## config.mk

```make
export PLATFORM = sky130hd
export DESIGN_NAME = rv64_issue_decoder
export DESIGN_NICKNAME = d
export VERILOG_FILES = /design/src/rtl/rv64_dec_pkg.sv /design/src/rtl/rv64_dec_comb.sv /design/src/rtl/rv64_issue_decoder.sv
export SDC_FILE = /design/constraint.sdc
export NUM_CORES = 1
export LEC_CHECK = 0
export BUFFER_PORTS_ARGS = -buffer_cell sky130_fd_sc_hd__buf_2
export CORE_MARGIN = 5
export CORE_UTILIZATION = 45
export DETAILED_ROUTE_END_ITERATION = 10
export PLACE_DENSITY_LB_ADDON = 0.15
export SLEW_MARGIN = 15
export SYNTH_ARGS = -nofsm -noshare
export SYNTH_HDL_FRONTEND = slang
export SYNTH_HIERARCHICAL = 1
export SYNTH_SLANG_ARGS = --single-unit
```

## constraint.sdc

```tcl
create_clock -name clk -period 3.25 [get_ports clk]
set_input_delay 0.4875 -clock clk [delete_from_list [all_inputs] [get_ports clk]]
set_output_delay 0.4875 -clock clk [all_outputs]
set_load 0.01 [all_outputs]
```

## src/rtl/rv64_dec_pkg.sv

```systemverilog
// Shared types for the RV64IM issue decoder: op codes, major opcodes and the
// decoded bundle handed to the execute stage.
package rv64_dec_pkg;

    localparam int unsigned XLEN  = 64;
    localparam int unsigned IMM_W = 32;
    localparam int unsigned CNT_W = 32;
    localparam int unsigned REG_W = 6;
    localparam int unsigned OP_W  = 6;

    localparam logic [6:0] OPC_OP        = 7'h33;
    localparam logic [6:0] OPC_OP_32     = 7'h3B;
    localparam logic [6:0] OPC_OP_IMM    = 7'h13;
    localparam logic [6:0] OPC_OP_IMM_32 = 7'h1B;
    localparam logic [6:0] OPC_LUI       = 7'h37;
    localparam logic [6:0] OPC_AUIPC     = 7'h17;
    localparam logic [6:0] OPC_JAL       = 7'h6F;
    localparam logic [6:0] OPC_JALR      = 7'h67;

    typedef enum logic [OP_W-1:0] {
        OP_NONE, OP_ILLEGAL,
        OP_ADD, OP_SUB, OP_SLL, OP_SLT, OP_SLTU, OP_XOR, OP_SRL, OP_SRA, OP_OR, OP_AND,
        OP_ADDW, OP_SUBW, OP_SLLW, OP_SRLW, OP_SRAW,
        OP_MUL, OP_MULH, OP_MULHSU, OP_MULHU, OP_DIV, OP_DIVU, OP_REM, OP_REMU,
        OP_MULW, OP_DIVW, OP_DIVUW, OP_REMW, OP_REMUW,
        OP_ADDI, OP_SLTI, OP_SLTIU, OP_XORI, OP_ORI, OP_ANDI,
        OP_SLLI, OP_SRLI, OP_SRAI, OP_SLLIW, OP_SRLIW, OP_SRAIW,
        OP_ADDIW, OP_LUI, OP_AUIPC, OP_JAL, OP_JALR
    } op_e;

    typedef struct packed {
        op_e              op;
        logic [REG_W-1:0] rd;
        logic [REG_W-1:0] rs1;
        logic [REG_W-1:0] rs2;
        logic [IMM_W-1:0] imm;
        logic [XLEN-1:0]  pc;
        logic             illegal;
    } dec_bundle_t;

endpackage

```

## src/rtl/rv64_dec_comb.sv

```systemverilog
// Combinational RV64IM decode of one instruction word into a dec_bundle_t.
module rv64_dec_comb
    import rv64_dec_pkg::*;
(
    input  logic [31:0]     insn,
    input  logic [XLEN-1:0] pc,
    output dec_bundle_t     bundle
);

    logic [6:0] opcode;
    logic [2:0] f3;
    logic [6:0] f7;
    logic [IMM_W-1:0] imm_i, imm_sh, imm_shw, imm_u, imm_j;

    assign opcode  = insn[6:0];
    assign f3      = insn[14:12];
    assign f7      = insn[31:25];
    assign imm_i   = IMM_W'($signed(insn[31:20]));
    assign imm_sh  = IMM_W'(insn[25:20]);
    assign imm_shw = IMM_W'(insn[24:20]);
    assign imm_u   = IMM_W'($signed(insn[31:12]));
    assign imm_j   = IMM_W'($signed({insn[31], insn[19:12], insn[20], insn[30:21], 1'b0}));

    op_e              op;
    logic [REG_W-1:0] rd, rs1, rs2;
    logic [IMM_W-1:0] imm;

    always_comb begin
        op  = OP_ILLEGAL;
        rd  = '0;
        rs1 = '0;
        rs2 = '0;
        imm = '0;
        case (opcode)
            OPC_OP: begin
                rd  = REG_W'(insn[11:7]);
                rs1 = REG_W'(insn[19:15]);
                rs2 = REG_W'(insn[24:20]);
                case (f7)
                    7'h00: case (f3)
                        3'd0: op = OP_ADD;
                        3'd1: op = OP_SLL;
                        3'd2: op = OP_SLT;
                        3'd3: op = OP_SLTU;
                        3'd4: op = OP_XOR;
                        3'd5: op = OP_SRL;
                        3'd6: op = OP_OR;
                        3'd7: op = OP_AND;
                    endcase
                    7'h20: begin
                        if (f3 == 3'd0)      op = OP_SUB;
                        else if (f3 == 3'd5) op = OP_SRA;
                    end
                    7'h01: case (f3)
                        3'd0: op = OP_MUL;
                        3'd1: op = OP_MULH;
                        3'd2: op = OP_MULHSU;
                        3'd3: op = OP_MULHU;
                        3'd4: op = OP_DIV;
                        3'd5: op = OP_DIVU;
                        3'd6: op = OP_REM;
                        3'd7: op = OP_REMU;
                    endcase
                    default: ;
                endcase
            end
            OPC_OP_32: begin
                rd  = REG_W'(insn[11:7]);
                rs1 = REG_W'(insn[19:15]);
                rs2 = REG_W'(insn[24:20]);
                case (f7)
                    7'h00: begin
                        if (f3 == 3'd0)      op = OP_ADDW;
                        else if (f3 == 3'd1) op = OP_SLLW;
                        else if (f3 == 3'd5) op = OP_SRLW;
                    end
                    7'h20: begin
                        if (f3 == 3'd0)      op = OP_SUBW;
                        else if (f3 == 3'd5) op = OP_SRAW;
                    end
                    7'h01: case (f3)
                        3'd0:    op = OP_MULW;
                        3'd4:    op = OP_DIVW;
                        3'd5:    op = OP_DIVUW;
                        3'd6:    op = OP_REMW;
                        3'd7:    op = OP_REMUW;
                        default: ;
                    endcase
                    default: ;
                endcase
            end
            OPC_OP_IMM: begin
                rd  = REG_W'(insn[11:7]);
                rs1 = REG_W'(insn[19:15]);
                imm = imm_i;
                case (f3)
                    3'd0: op = OP_ADDI;
                    3'd2: op = OP_SLTI;
                    3'd3: op = OP_SLTIU;
                    3'd4: op = OP_XORI;
                    3'd6: op = OP_ORI;
                    3'd7: op = OP_ANDI;
                    3'd1: begin
                        imm = imm_sh;
                        if (insn[31:26] == 6'b000000) op = OP_SLLI;
                    end
                    3'd5: begin
                        imm = imm_sh;
                        if (insn[31:26] == 6'b000000)      op = OP_SRLI;
                        else if (insn[31:26] == 6'b010000) op = OP_SRAI;
                    end
                endcase
            end
            OPC_OP_IMM_32: begin
                rd  = REG_W'(insn[11:7]);
                rs1 = REG_W'(insn[19:15]);
                // f7 covers insn[25], so a 6-bit shamt on a word shift is rejected here
                if (f3 == 3'd0) begin
                    op  = OP_ADDIW;
                    imm = imm_i;
                end else if (f3 == 3'd1 && f7 == 7'h00) begin
                    op  = OP_SLLIW;
                    imm = imm_shw;
                end else if (f3 == 3'd5 && f7 == 7'h00) begin
                    op  = OP_SRLIW;
                    imm = imm_shw;
                end else if (f3 == 3'd5 && f7 == 7'h20) begin
                    op  = OP_SRAIW;
                    imm = imm_shw;
                end
            end
            OPC_LUI: begin
                op  = OP_LUI;
                rd  = REG_W'(insn[11:7]);
                imm = imm_u;
            end
            OPC_AUIPC: begin
                op  = OP_AUIPC;
                rd  = REG_W'(insn[11:7]);
                imm = imm_u;
            end
            OPC_JAL: begin
                op  = OP_JAL;
                rd  = REG_W'(insn[11:7]);
                imm = imm_j;
            end
            OPC_JALR: begin
                if (f3 == 3'd0) begin
                    op  = OP_JALR;
                    rd  = REG_W'(insn[11:7]);
                    rs1 = REG_W'(insn[19:15]);
                    imm = imm_i;
                end
            end
            default: ;
        endcase

        if (op == OP_ILLEGAL) begin
            rd  = '0;
            rs1 = '0;
            rs2 = '0;
            imm = '0;
        end
    end

    always_comb begin
        bundle         = '0;
        bundle.op      = op;
        bundle.rd      = rd;
        bundle.rs1     = rs1;
        bundle.rs2     = rs2;
        bundle.imm     = imm;
        bundle.pc      = pc;
        bundle.illegal = (op == OP_ILLEGAL);
    end

endmodule

```

## src/rtl/rv64_issue_decoder.sv

```systemverilog
// RV64IM issue decoder: decodes fetch words and hands bundles to execute
// through a 2-entry skid buffer with registered ready/valid on both sides.
module rv64_issue_decoder
    import rv64_dec_pkg::*;
(
    input  logic              clk,
    input  logic              rst_n,
    input  logic              flush,
    input  logic              in_valid,
    output logic              in_ready,
    input  logic [31:0]       in_insn,
    input  logic [XLEN-1:0]   in_pc,
    output logic              out_valid,
    input  logic              out_ready,
    output logic [OP_W-1:0]   out_op,
    output logic [REG_W-1:0]  out_rd,
    output logic [REG_W-1:0]  out_rs1,
    output logic [REG_W-1:0]  out_rs2,
    output logic [IMM_W-1:0]  out_imm,
    output logic [XLEN-1:0]   out_pc,
    output logic              out_illegal,
    output logic [CNT_W-1:0]  decoded_cnt,
    output logic [CNT_W-1:0]  illegal_cnt
);

    typedef enum logic [1:0] {ST_EMPTY, ST_HEAD, ST_FULL} state_e;

    state_e            state_q, state_d;
    dec_bundle_t       head_q, head_d, skid_q, skid_d, dec;
    logic              out_valid_q, out_valid_d, in_ready_q, in_ready_d;
    logic [CNT_W-1:0]  dec_cnt_q, dec_cnt_d, ill_cnt_q, ill_cnt_d;
    logic              push, pop;

    rv64_dec_comb u_dec (
        .insn   (in_insn),
        .pc     (in_pc),
        .bundle (dec)
    );

    assign push = in_valid & in_ready_q;
    assign pop  = out_valid_q & out_ready;

    // Buffer occupancy, data movement and counters
    always_comb begin
        state_d     = state_q;
        head_d      = head_q;
        skid_d      = skid_q;
        dec_cnt_d   = dec_cnt_q;
        ill_cnt_d   = ill_cnt_q;

        if (pop) begin
            dec_cnt_d = dec_cnt_q + CNT_W'(1);
            if (head_q.illegal) ill_cnt_d = ill_cnt_q + CNT_W'(1);
        end

        if (flush) begin
            state_d = ST_EMPTY;
        end else begin
            case (state_q)
                ST_EMPTY: begin
                    if (push) begin
                        head_d  = dec;
                        state_d = ST_HEAD;
                    end
                end
                ST_HEAD: begin
                    if (push && pop) begin
                        head_d = dec;
                    end else if (pop) begin
                        state_d = ST_EMPTY;
                    end else if (push) begin
                        skid_d  = dec;
                        state_d = ST_FULL;
                    end
                end
                ST_FULL: begin
                    if (pop) begin
                        head_d = skid_q;
                        if (push) skid_d = dec;
                        else      state_d = ST_HEAD;
                    end
                end
                default: state_d = ST_EMPTY;
            endcase
        end

        out_valid_d = (state_d != ST_EMPTY);
        in_ready_d  = (state_d != ST_FULL);
    end

    always_ff @(posedge clk) begin
        if (!rst_n) begin
            state_q     <= ST_EMPTY;
            head_q      <= '0;
            skid_q      <= '0;
            out_valid_q <= 1'b0;
            in_ready_q  <= 1'b1;
            dec_cnt_q   <= '0;
            ill_cnt_q   <= '0;
        end else begin
            state_q     <= state_d;
            head_q      <= head_d;
            skid_q      <= skid_d;
            out_valid_q <= out_valid_d;
            in_ready_q  <= in_ready_d;
            dec_cnt_q   <= dec_cnt_d;
            ill_cnt_q   <= ill_cnt_d;
        end
    end

    assign in_ready    = in_ready_q;
    assign out_valid   = out_valid_q;
    assign out_op      = head_q.op;
    assign out_rd      = head_q.rd;
    assign out_rs1     = head_q.rs1;
    assign out_rs2     = head_q.rs2;
    assign out_imm     = head_q.imm;
    assign out_pc      = head_q.pc;
    assign out_illegal = head_q.illegal;
    assign decoded_cnt = dec_cnt_q;
    assign illegal_cnt = ill_cnt_q;

endmodule

```

==> results of run 1 <==
==> placed cells by master (no fill, tap or decap), drive strengths merged, types with 6 or more instances in the layout <==
cell type / netlist / layout
buf: 112 / 384
dfxtp: 310 / 310
a21oi: 182 / 182
nand3: 147 / 147
o21ai: 136 / 136
o21bai: 122 / 122
mux2: 122 / 122
o311a: 121 / 121
clkbuf: 148 / 58
nor2: 47 / 47
nand2: 40 / 40
o31ai: 36 / 36
or4: 36 / 36
nand4: 25 / 25
a22oi: 18 / 18
nand2b: 18 / 18
inv: 16 / 16
nor3: 15 / 15
and3: 15 / 15
and2: 13 / 13
or3: 12 / 12
xor2: 12 / 12
nor4: 11 / 11
xnor2: 9 / 9
ha: 9 / 9
and4: 8 / 8
o211ai: 7 / 7
mux2i: 6 / 6
clkinv: 1 / 6
or2: 6 / 6
==> area by class of cell <==
type | instances | area (um2) | area share [%]
tap | 461 | 577 | 3.05
antenna | 3 | 7.51 | 0.0397
clock inverter | 7 | 96.3 | 0.509
inverter | 17 | 71.3 | 0.377
clock buffer | 57 | 1110 | 5.88
sequential | 310 | 6210 | 32.8
multi-input combinational | 1211 | 8490 | 44.9
timing repair buffer | 385 | 2360 | 12.5
==> per-layer routing <==
layer / part of all wire (%) / vias up / wire length (um) / GRT usage [%]
met5: 0 / - / 0 / 0
met4: 2.2 / 0 / 1060 / 6.36
met3: 7.0 / 71 / 3410 / 5.01
met2: 46 / 439 / 22400 / 37.3
met1: 44 / 7126 / 21500 / 31.6
li1: - / 7016 / - / -
==> metrics by stage <==
stage                     setup slack [ns]  total power, W  setup TNS, ns
after floorplan                    -0.0136         0.00479         -0.150
after global placement              -0.262         0.00518         -10.24
after detailed placement            -0.179         0.00519          -7.43
after CTS                            0.342         0.00929              0
after global routing                 0.137         0.00958              0
final                                0.306         0.00920              0
==> power groups by stage <==
stage / combinational, W / sequential (W) / clock [W]
floorplan: 0.000675 / 0.00411 / 0
global placement: 0.00111 / 0.00407 / 0
detailed placement: 0.00112 / 0.00407 / 0
CTS: 0.00112 / 0.00399 / 0.00418
global route: 0.00122 / 0.00400 / 0.00435
finish: 0.00112 / 0.00399 / 0.00409
==> worst min-delay path by stage <==
stage | startpoint | end | cells past startpoint
floorplan | skid_q[10] | skid_q[10] | 2
global route | in_pc[45] | skid_q[46] | 3
CTS | in_pc[45] | skid_q[46] | 3
global placement | skid_q[83] | skid_q[83] | 2
finish | in_pc[20] | skid_q[21] | 3
detailed placement | skid_q[69] | skid_q[69] | 2
==> state kept, by name, summed over array words and instances (netlist names), 32 cells and up <==
| register | cells |
|---|---|
| illegal_cnt | 32 |
| skid_q | 121 |
| out_imm | 32 |
| out_pc | 64 |
| decoded_cnt | 32 |
==> cell families (layout without fill, tap and decap cells) <==
logic type	Yosys count	count (layout)	share of synthesized area [%]
buf+inv	277	466	8.79
compound gates	644	644	27.3
fa+ha+maj	9	9	0.703
other cells	1	6	0.0234
flops	310	310	38.7
simple gates	405	405	14.2
mux	129	129	9.09
xor+xnor	21	21	1.15
==> critical path: stages <==
cell and delay [ns]:
buf_2 0.10, or4_1 0.65, nor4_1 0.42, buf_4 0.19, o2111ai_1 0.09, nand4_1 0.14, nor4_1 0.07, buf_4 0.15
nand4b_4 0.10, inv_2 0.08, buf_12 0.13, nor2_4 0.38, mux2_2 0.25, o311a_1 0.14
==> qor.yml, run 1 <==
status: "completed"
hold_violations: 0
cp_data_required_time_ns: 3.70
cp-start-kind: "input port"
timing.rr.start: "decoded_cnt[6]"
yosys_warnings: 6
clock_skew_ns: 0.0189
max-clock-path-buffers: 3
num_rows: 69
clk_latency_ns: 0.51
dp.cells: 2384
max_slew_margin_pct: 27.0
syn-cell-area_mm2: 0.0160
start_util_pct: 45.3
placed_area_mm2: 0.0177
gp_congestion: 0.924
wire_per_inst_um: 19.7
pwr-share-comb_pct: 12.2
die_x_um: 199
synth_commonest_cells: "310 x dfxtp_1, 182 x a21oi_1, 148 x clkbuf_1"
cts-buffers-inserted: 36
synth.most_common_cell: "dfxtp_1"
clkPwrFrac_pct: 44.4
grt_overflow: 0
yosysTopAreaCellShare_pct: 38.7
area_delta_synth_final_pct: 18.1
avgSynthCellArea_um2: 8.92
slew_viol_final: 0
ys_top_cells_by_area: "dfxtp_1 39%, mux2_2 8.6%, o311a_1 7.6%, o21bai_1 5.7%, a21oi_1 5.7%"
r2r_setup_slack_ns: 0.99
vdd.ir_drop.worst_mv: 0.336
drtIter0Drc: 773
portBuffers: 287
period_needed_ns: 2.94
hpwl_um: 31500
die_h_um: 199
core_area_mm2: 0.0354
drive_gt1_share_pct: 29.8
cts_setup_buffers: 0
regToRegEndpoint: "decoded_cnt[23]"
clk_pin_slew_ns: 0.06
tightest_slew_ns: 1.09
path_class: "input port to register"
fmax_mhz: 340
p_int_w: 0.00688
vias: 14700
synth-async-reset-ratio_pct: 0
synth-edff-count: 0
cts_hold_buf: 0
wirelength_um: 48400
whs_ns: 0.231
grt_setup_unrepaired: "no"
htreeDepth: 2
final_cells: 2451
cts.sinks: 310
antenna_found_initial: 2
yosys_most_used_dff: "dfxtp_1"
grt_pass1_vias: 14100
end_kind: "register"
hold_path.class: "input port to register"
ys_seq_elements: 310
fin_area_mm2: 0.0189
tritoncts: "yes"
grt_first_pass_wirelength_um: 76400
grt_use_total_pct: 23.2
drv_cap: 0
seq_power_share_pct: 43.4
cp-endpoint: "out_imm[25]"
drtPass1Iterations: 5
antenna_left: 0
setup_viol_count_final: 0
power.share.switching_pct: 25.2
crit_arrival_ns: 3.39
powerDensity_mw_per_mm2: 486
period_share_pct: 90.6
yosys.area.top_type: "dfxtp_1"
synth_cell_types: 66
p_leak_nw: 7.52
cp_max_fo: 24
drc: 0
nNetsFinal: 2071
avgViaCountPerCell: 5.98
post_cts_resized: 0
final_core_util_pct: 53.4
synthCells: 1796
startpoint: "in_insn[28]"
grt_max_degree: 96
worst_r2r_path_depth: 4
ys_seq_area_share_pct: 38.7
cts_root_buf: "clkbuf_16"
fill_cells: 3271
ios: 288
die_area_mm2: 0.0395
switchingPower_w: 0.00231
Power figures use the tool's default switching activity.
==> inputs of run 2 (changes only) <==
--- a/config.mk
+++ b/config.mk
@@ -7,7 +7,7 @@
 export LEC_CHECK = 0
 export BUFFER_PORTS_ARGS = -buffer_cell sky130_fd_sc_hd__buf_2
 export CORE_MARGIN = 5
-export CORE_UTILIZATION = 45
+export CORE_UTILIZATION = 40
 export DETAILED_ROUTE_END_ITERATION = 10
 export PLACE_DENSITY_LB_ADDON = 0.15
 export SLEW_MARGIN = 15
==> run 2 against run 1 <==
  * Die area is 12% higher
  * Via count grew 0.25%
  * Clock-buffer cell count fell by 2
  * Critical path type unchanged
  * Highest routed layer is now met5
  * Sequential power about the same
  * Sequential share of layout area increased by 0.067 points
  * Maximum frequency up 3.3%
  * Routed wire length increased by 4.7%
  * Largest power group unchanged
==> qor.yml, run 2 (synthesis results as in run 1) <==
status: "completed"
crit_path_max_incr_delay_ns: 0.30
end_kind: "register"
top_register: "skid_q"
crit_buf_inv: 4
vdd.ir_drop.worst_mv: 0.429
grt_setup_unrepaired: "no"
tritoncts: "yes"
num_rows: 73
area_delta_synth_final_pct: 17.9
drtPass1Iterations: 5
wire_per_inst_um: 20.2
hp-start: "in_pc[2]"
wirelength_um: 50700
start_util_pct: 40.4
gp_congestion: 0.864
grt_use_total_pct: 21.8
timing.rr.start: "decoded_cnt[6]"
hpwl_um: 32000
cts-buffers-inserted: 38
period_needed_ns: 2.85
cts.sinks: 310
grt_pass1_vias: 14000
cp-start-kind: "input port"
cts_setup_buffers: 0
final_cell_mix: "310 x dfxtp_1, 285 x buf_2, 182 x a21oi_1"
cp_data_required_time_ns: 3.68
drc: 0
cp_common_cell: "buf_4"
cp_max_fo: 15
grt_max_degree: 114
period_share_pct: 87.7
post_cts_resized: 0
path_class: "input port to register"
grt_first_pass_wirelength_um: 80400
htreeDepth: 2
drive_gt1_share_pct: 29.4
die_h_um: 210
hold_path.class: "input port to register"
nNetsFinal: 2063
whs_ns: 0.204
cts_hold_buf: 0
grt_overflow: 0
avgViaCountPerCell: 5.85
largest_register_ffs: 121
crit_arrival_ns: 3.28
startpoint: "in_insn[13]"
powerDensity_mw_per_mm2: 489
max-clock-path-buffers: 3
max_slew_margin_pct: 42.2
clk_latency_ns: 0.55
slew_viol_final: 0
core_area_mm2: 0.0396
ios: 288
holdPathStages: 3
fmax_mhz: 351
fin_area_mm2: 0.0189
final_common_cell: "dfxtp_1"
tightest_slew_ns: 0.868
path_cells: "buf_2 -> buf_4 -> ha_1 -> nor3b_1 -> o31ai_1 -> a211oi_1 -> nand4_1 -> nor4_1 -> buf_4 -> nand4b_4 -> buf_4 -> and3_1 -> mux2_2 -> o311a_1"
vias: 14700
worst_r2r_path_depth: 4
portBuffers: 287
die_area_mm2: 0.0442
setup_viol_count_final: 0
cts_root_buf: "clkbuf_16"
clk_pin_slew_ns: 0.06
critical-path-slowest-cell: "nor4_1"
die_x_um: 210
antenna_found_initial: 6
drtIter0Drc: 1160
fin_setup_tns_ns: 0
placed_area_mm2: 0.0177
clock_skew_ns: 0.0247
hold_violations: 0
drv_cap: 0
path_depth: 14
cpLargestDelayFamily: "simple AND/OR/NAND/NOR gates"
p_leak_nw: 7.45
antenna_left: 0
run 2: cell types whose count changed in the layout (fill, tap and decap cells not counted), sizes merged:
| cell | delta |
|---|---|
| buf | -9 |
| diode | +3 |
| clkinv | +3 |
| clkbuf | -3 |
| inv | +2 |
run 2: per-stage QoR:
step | setup WS, ns | total power (W) | instances | utilization (%)
global placement | -0.0820 | 0.00517 | 2438 | 44.6
detailed placement | -0.144 | 0.00518 | 2438 | 44.6
CTS | 0.437 | 0.00936 | 2505 | 47.6
floorplan | -0.0136 | 0.00479 | 1798 | -
global route | 0.188 | 0.00962 | 2507 | 47.6
finish | 0.400 | 0.00924 | 2511 | 47.6
run 2: worst register-to-register path: cells and delay by family, from the launching register on:
kind / cells / cell delay, ns
and+or+nand+nor: 3 / 1.62
AOI/OAI and AO/OA: 1 / 0.17
DFF: 1 / 0.46
run 2: final timing paths:
kind / end / slack, ns
min: skid_q[3] / 0.20
max reg2reg: decoded_cnt[24] / 0.93
min reg2reg: illegal_cnt[31] / 0.47
max: out_rs2[1] / 0.40
run 2: cell type report:
| cell class | instances | area, um2 |
|---|---|---|
| Tap cell | 525 | 657 |
| Clock buffer | 55 | 1060 |
| Multi-Input combinational cell | 1211 | 8490 |
| Fill cell | 3835 | 20800 |
| Timing Repair Buffer | 375 | 2240 |
| Antenna cell | 6 | 15.0 |
| Sequential cell | 310 | 6210 |
| Inverter | 17 | 71.3 |
| Clock inverter | 12 | 133 |
run 2: where the power goes:
| group | total [W] | switching [W] | internal [W] | leakage, nW |
|---|---|---|---|---|
| sequential | 0.00400 | 0.0000719 | 0.00392 | 2.52 |
| combinational | 0.00110 | 0.000671 | 0.000434 | 4.34 |
| clock | 0.00414 | 0.00170 | 0.00244 | 0.590 |
run 2: layer usage:
layer | wire length (um) | GRT usage (%) | vias to the layer above | share of wire [%]
li1 | - | - | 7030 | -
met1 | 24000 | 31.4 | 7218 | 47
met2 | 22700 | 33.4 | 367 | 45
met5 | 27 | 0 | - | 0.053
met4 | 1040 | 5.74 | 4 | 2.1
met3 | 2970 | 4.55 | 69 | 5.9
==> inputs of run 3 (changes only) <==
==> constraint.sdc (replaced) <==
create_clock -name clk -period 3.4 [get_ports clk]
set_input_delay 0.51 -clock clk [delete_from_list [all_inputs] [get_ports clk]]
set_output_delay 0.51 -clock clk [all_outputs]
set_load 0.01 [all_outputs]
==> run 3 against run 2 <==
  * Hold slack improved by 0.028 ns
  * Utilization shrank 0.52 points
  * First-iteration DRC count down 5.6%
  * Highest routed layer unchanged
==> qor.yml, run 3 (synthesis results as in run 1) <==
vdd.ir_drop.worst_mv: 0.326
hold_path.class: "input port to register"
tightest_slew_ns: 0.962
wirelength_um: 51200
cp_data_required_time_ns: 3.82
cpLargestDelayFamily: "simple AND/OR/NAND/NOR gates"
path_class: "input port to register"
start_util_pct: 40.4
critical-path-slowest-cell: "or4_1"
grt_overflow: 0
htreeDepth: 2
cp-start-kind: "input port"
nNetsFinal: 2045
cts.sinks: 310
clk_latency_ns: 0.54
max-clock-path-buffers: 3
r2r_setup_slack_ns: 1.10
post-place-ws_ns: -0.0569
status: "completed"
drtIter0Drc: 1095
hold_violations: 0
crit_arrival_ns: 3.37
drtPass1Iterations: 5
fin_area_mm2: 0.0187
period_needed_ns: 2.94
vias: 14600
num_rows: 73
antenna_found_initial: 6
slew_viol_final: 0
crit_path_max_incr_delay_ns: 0.69
final_common_cell: "dfxtp_1"
final_cell_mix: "310 x dfxtp_1, 285 x buf_2, 182 x a21oi_1"
crit_buf_inv: 4
portBuffers: 287
area_delta_synth_final_pct: 16.6
grt_use_total_pct: 21.7
placed_area_mm2: 0.0175
cts_root_buf: "clkbuf_16"
clk_pin_slew_ns: 0.06
path_cells: "buf_2 -> or4_1 -> nor4_1 -> o2111ai_1 -> nand4_1 -> nor4_1 -> buf_4 -> nand4b_4 -> inv_2 -> buf_4 -> mux2_2 -> o311a_1"
antenna_left: 0
p_leak_nw: 7.33
setup_viol_count_final: 0
cts-buffers-inserted: 37
clock_skew_ns: 0.0138
drive_gt1_share_pct: 28.6
die_x_um: 210
avgViaCountPerCell: 5.89
cts_hold_buf: 0
die_h_um: 210
end_kind: "register"
grt_first_pass_wirelength_um: 79300
powerDensity_mw_per_mm2: 467
gp_congestion: 0.906
core_area_mm2: 0.0396
cp_max_fo: 6
tritoncts: "yes"
top_register: "skid_q"
hpwl_um: 31700
max_slew_margin_pct: 35.9
period_share_pct: 86.6
grt_pass1_vias: 13800
die_area_mm2: 0.0442
setup_ws_ns: 0.456
wire_per_inst_um: 20.6
post_cts_resized: 0
ios: 288
drv_cap: 0
drc: 0
cts_setup_buffers: 0
grt_max_degree: 159
largest_register_ffs: 121
grt_setup_unrepaired: "no"
fmax_mhz: 340
==> run 3: worst min-delay path: stages <==
cell and delay, ns:
buf_2 0.10, nand3_1 0.06, a21oi_1 0.05
==> run 3: final timing paths <==
path	from	endpoint	cells past startpoint
worst max-delay path	in_insn[28]	out_illegal	12
worst min register to register	skid_q[111]	skid_q[111]	2
worst min-delay path	in_pc[13]	skid_q[14]	3
worst max register to register	decoded_cnt[6]	decoded_cnt[22]	4
==> run 3: per-stage QoR <==
stage | hold WS (ns) | setup TNS, ns | std cells | util (%) | total power (W)
3_3_place_gp | 0.454 | -0.195 | 2421 | 44.2 | 0.00493
2_1_floorplan | 0.451 | 0 | 1798 | - | 0.00457
4_1_cts | 0.189 | 0 | 2480 | 47.1 | 0.00885
3_5_place_dp | 0.466 | -1.54 | 2421 | 44.2 | 0.00494
6_report | 0.232 | 0 | 2484 | 47.1 | 0.00873
5_1_grt | 0.221 | 0 | 2484 | 47.1 | 0.00909
==> run 3: where the power goes <==
part	switching, W	internal [W]	leakage, nW
Combinational	0.000639	0.000405	4.25
Sequential	0.0000704	0.00375	2.52
Clock	0.00157	0.00230	0.557
Total	0.00227	0.00645	7.33
==> run 3: routing by layer <==
layer / wire [um] / track usage (%)
met5: 11 / 0
met4: 1240 / 6.73
met3: 3590 / 4.88
met2: 22900 / 33.3
met1: 23400 / 30.5
==> run 3: cell type report <==
cell class	count	area [um2]
sequential	310	6210
inverter	17	68.8
antenna	4	10.0
tap	525	657
clock buffer	55	1060
fill	3874	21000
timing repair buffer	358	2110
multi-input combinational	1211	8480
clock inverter	4	77.6
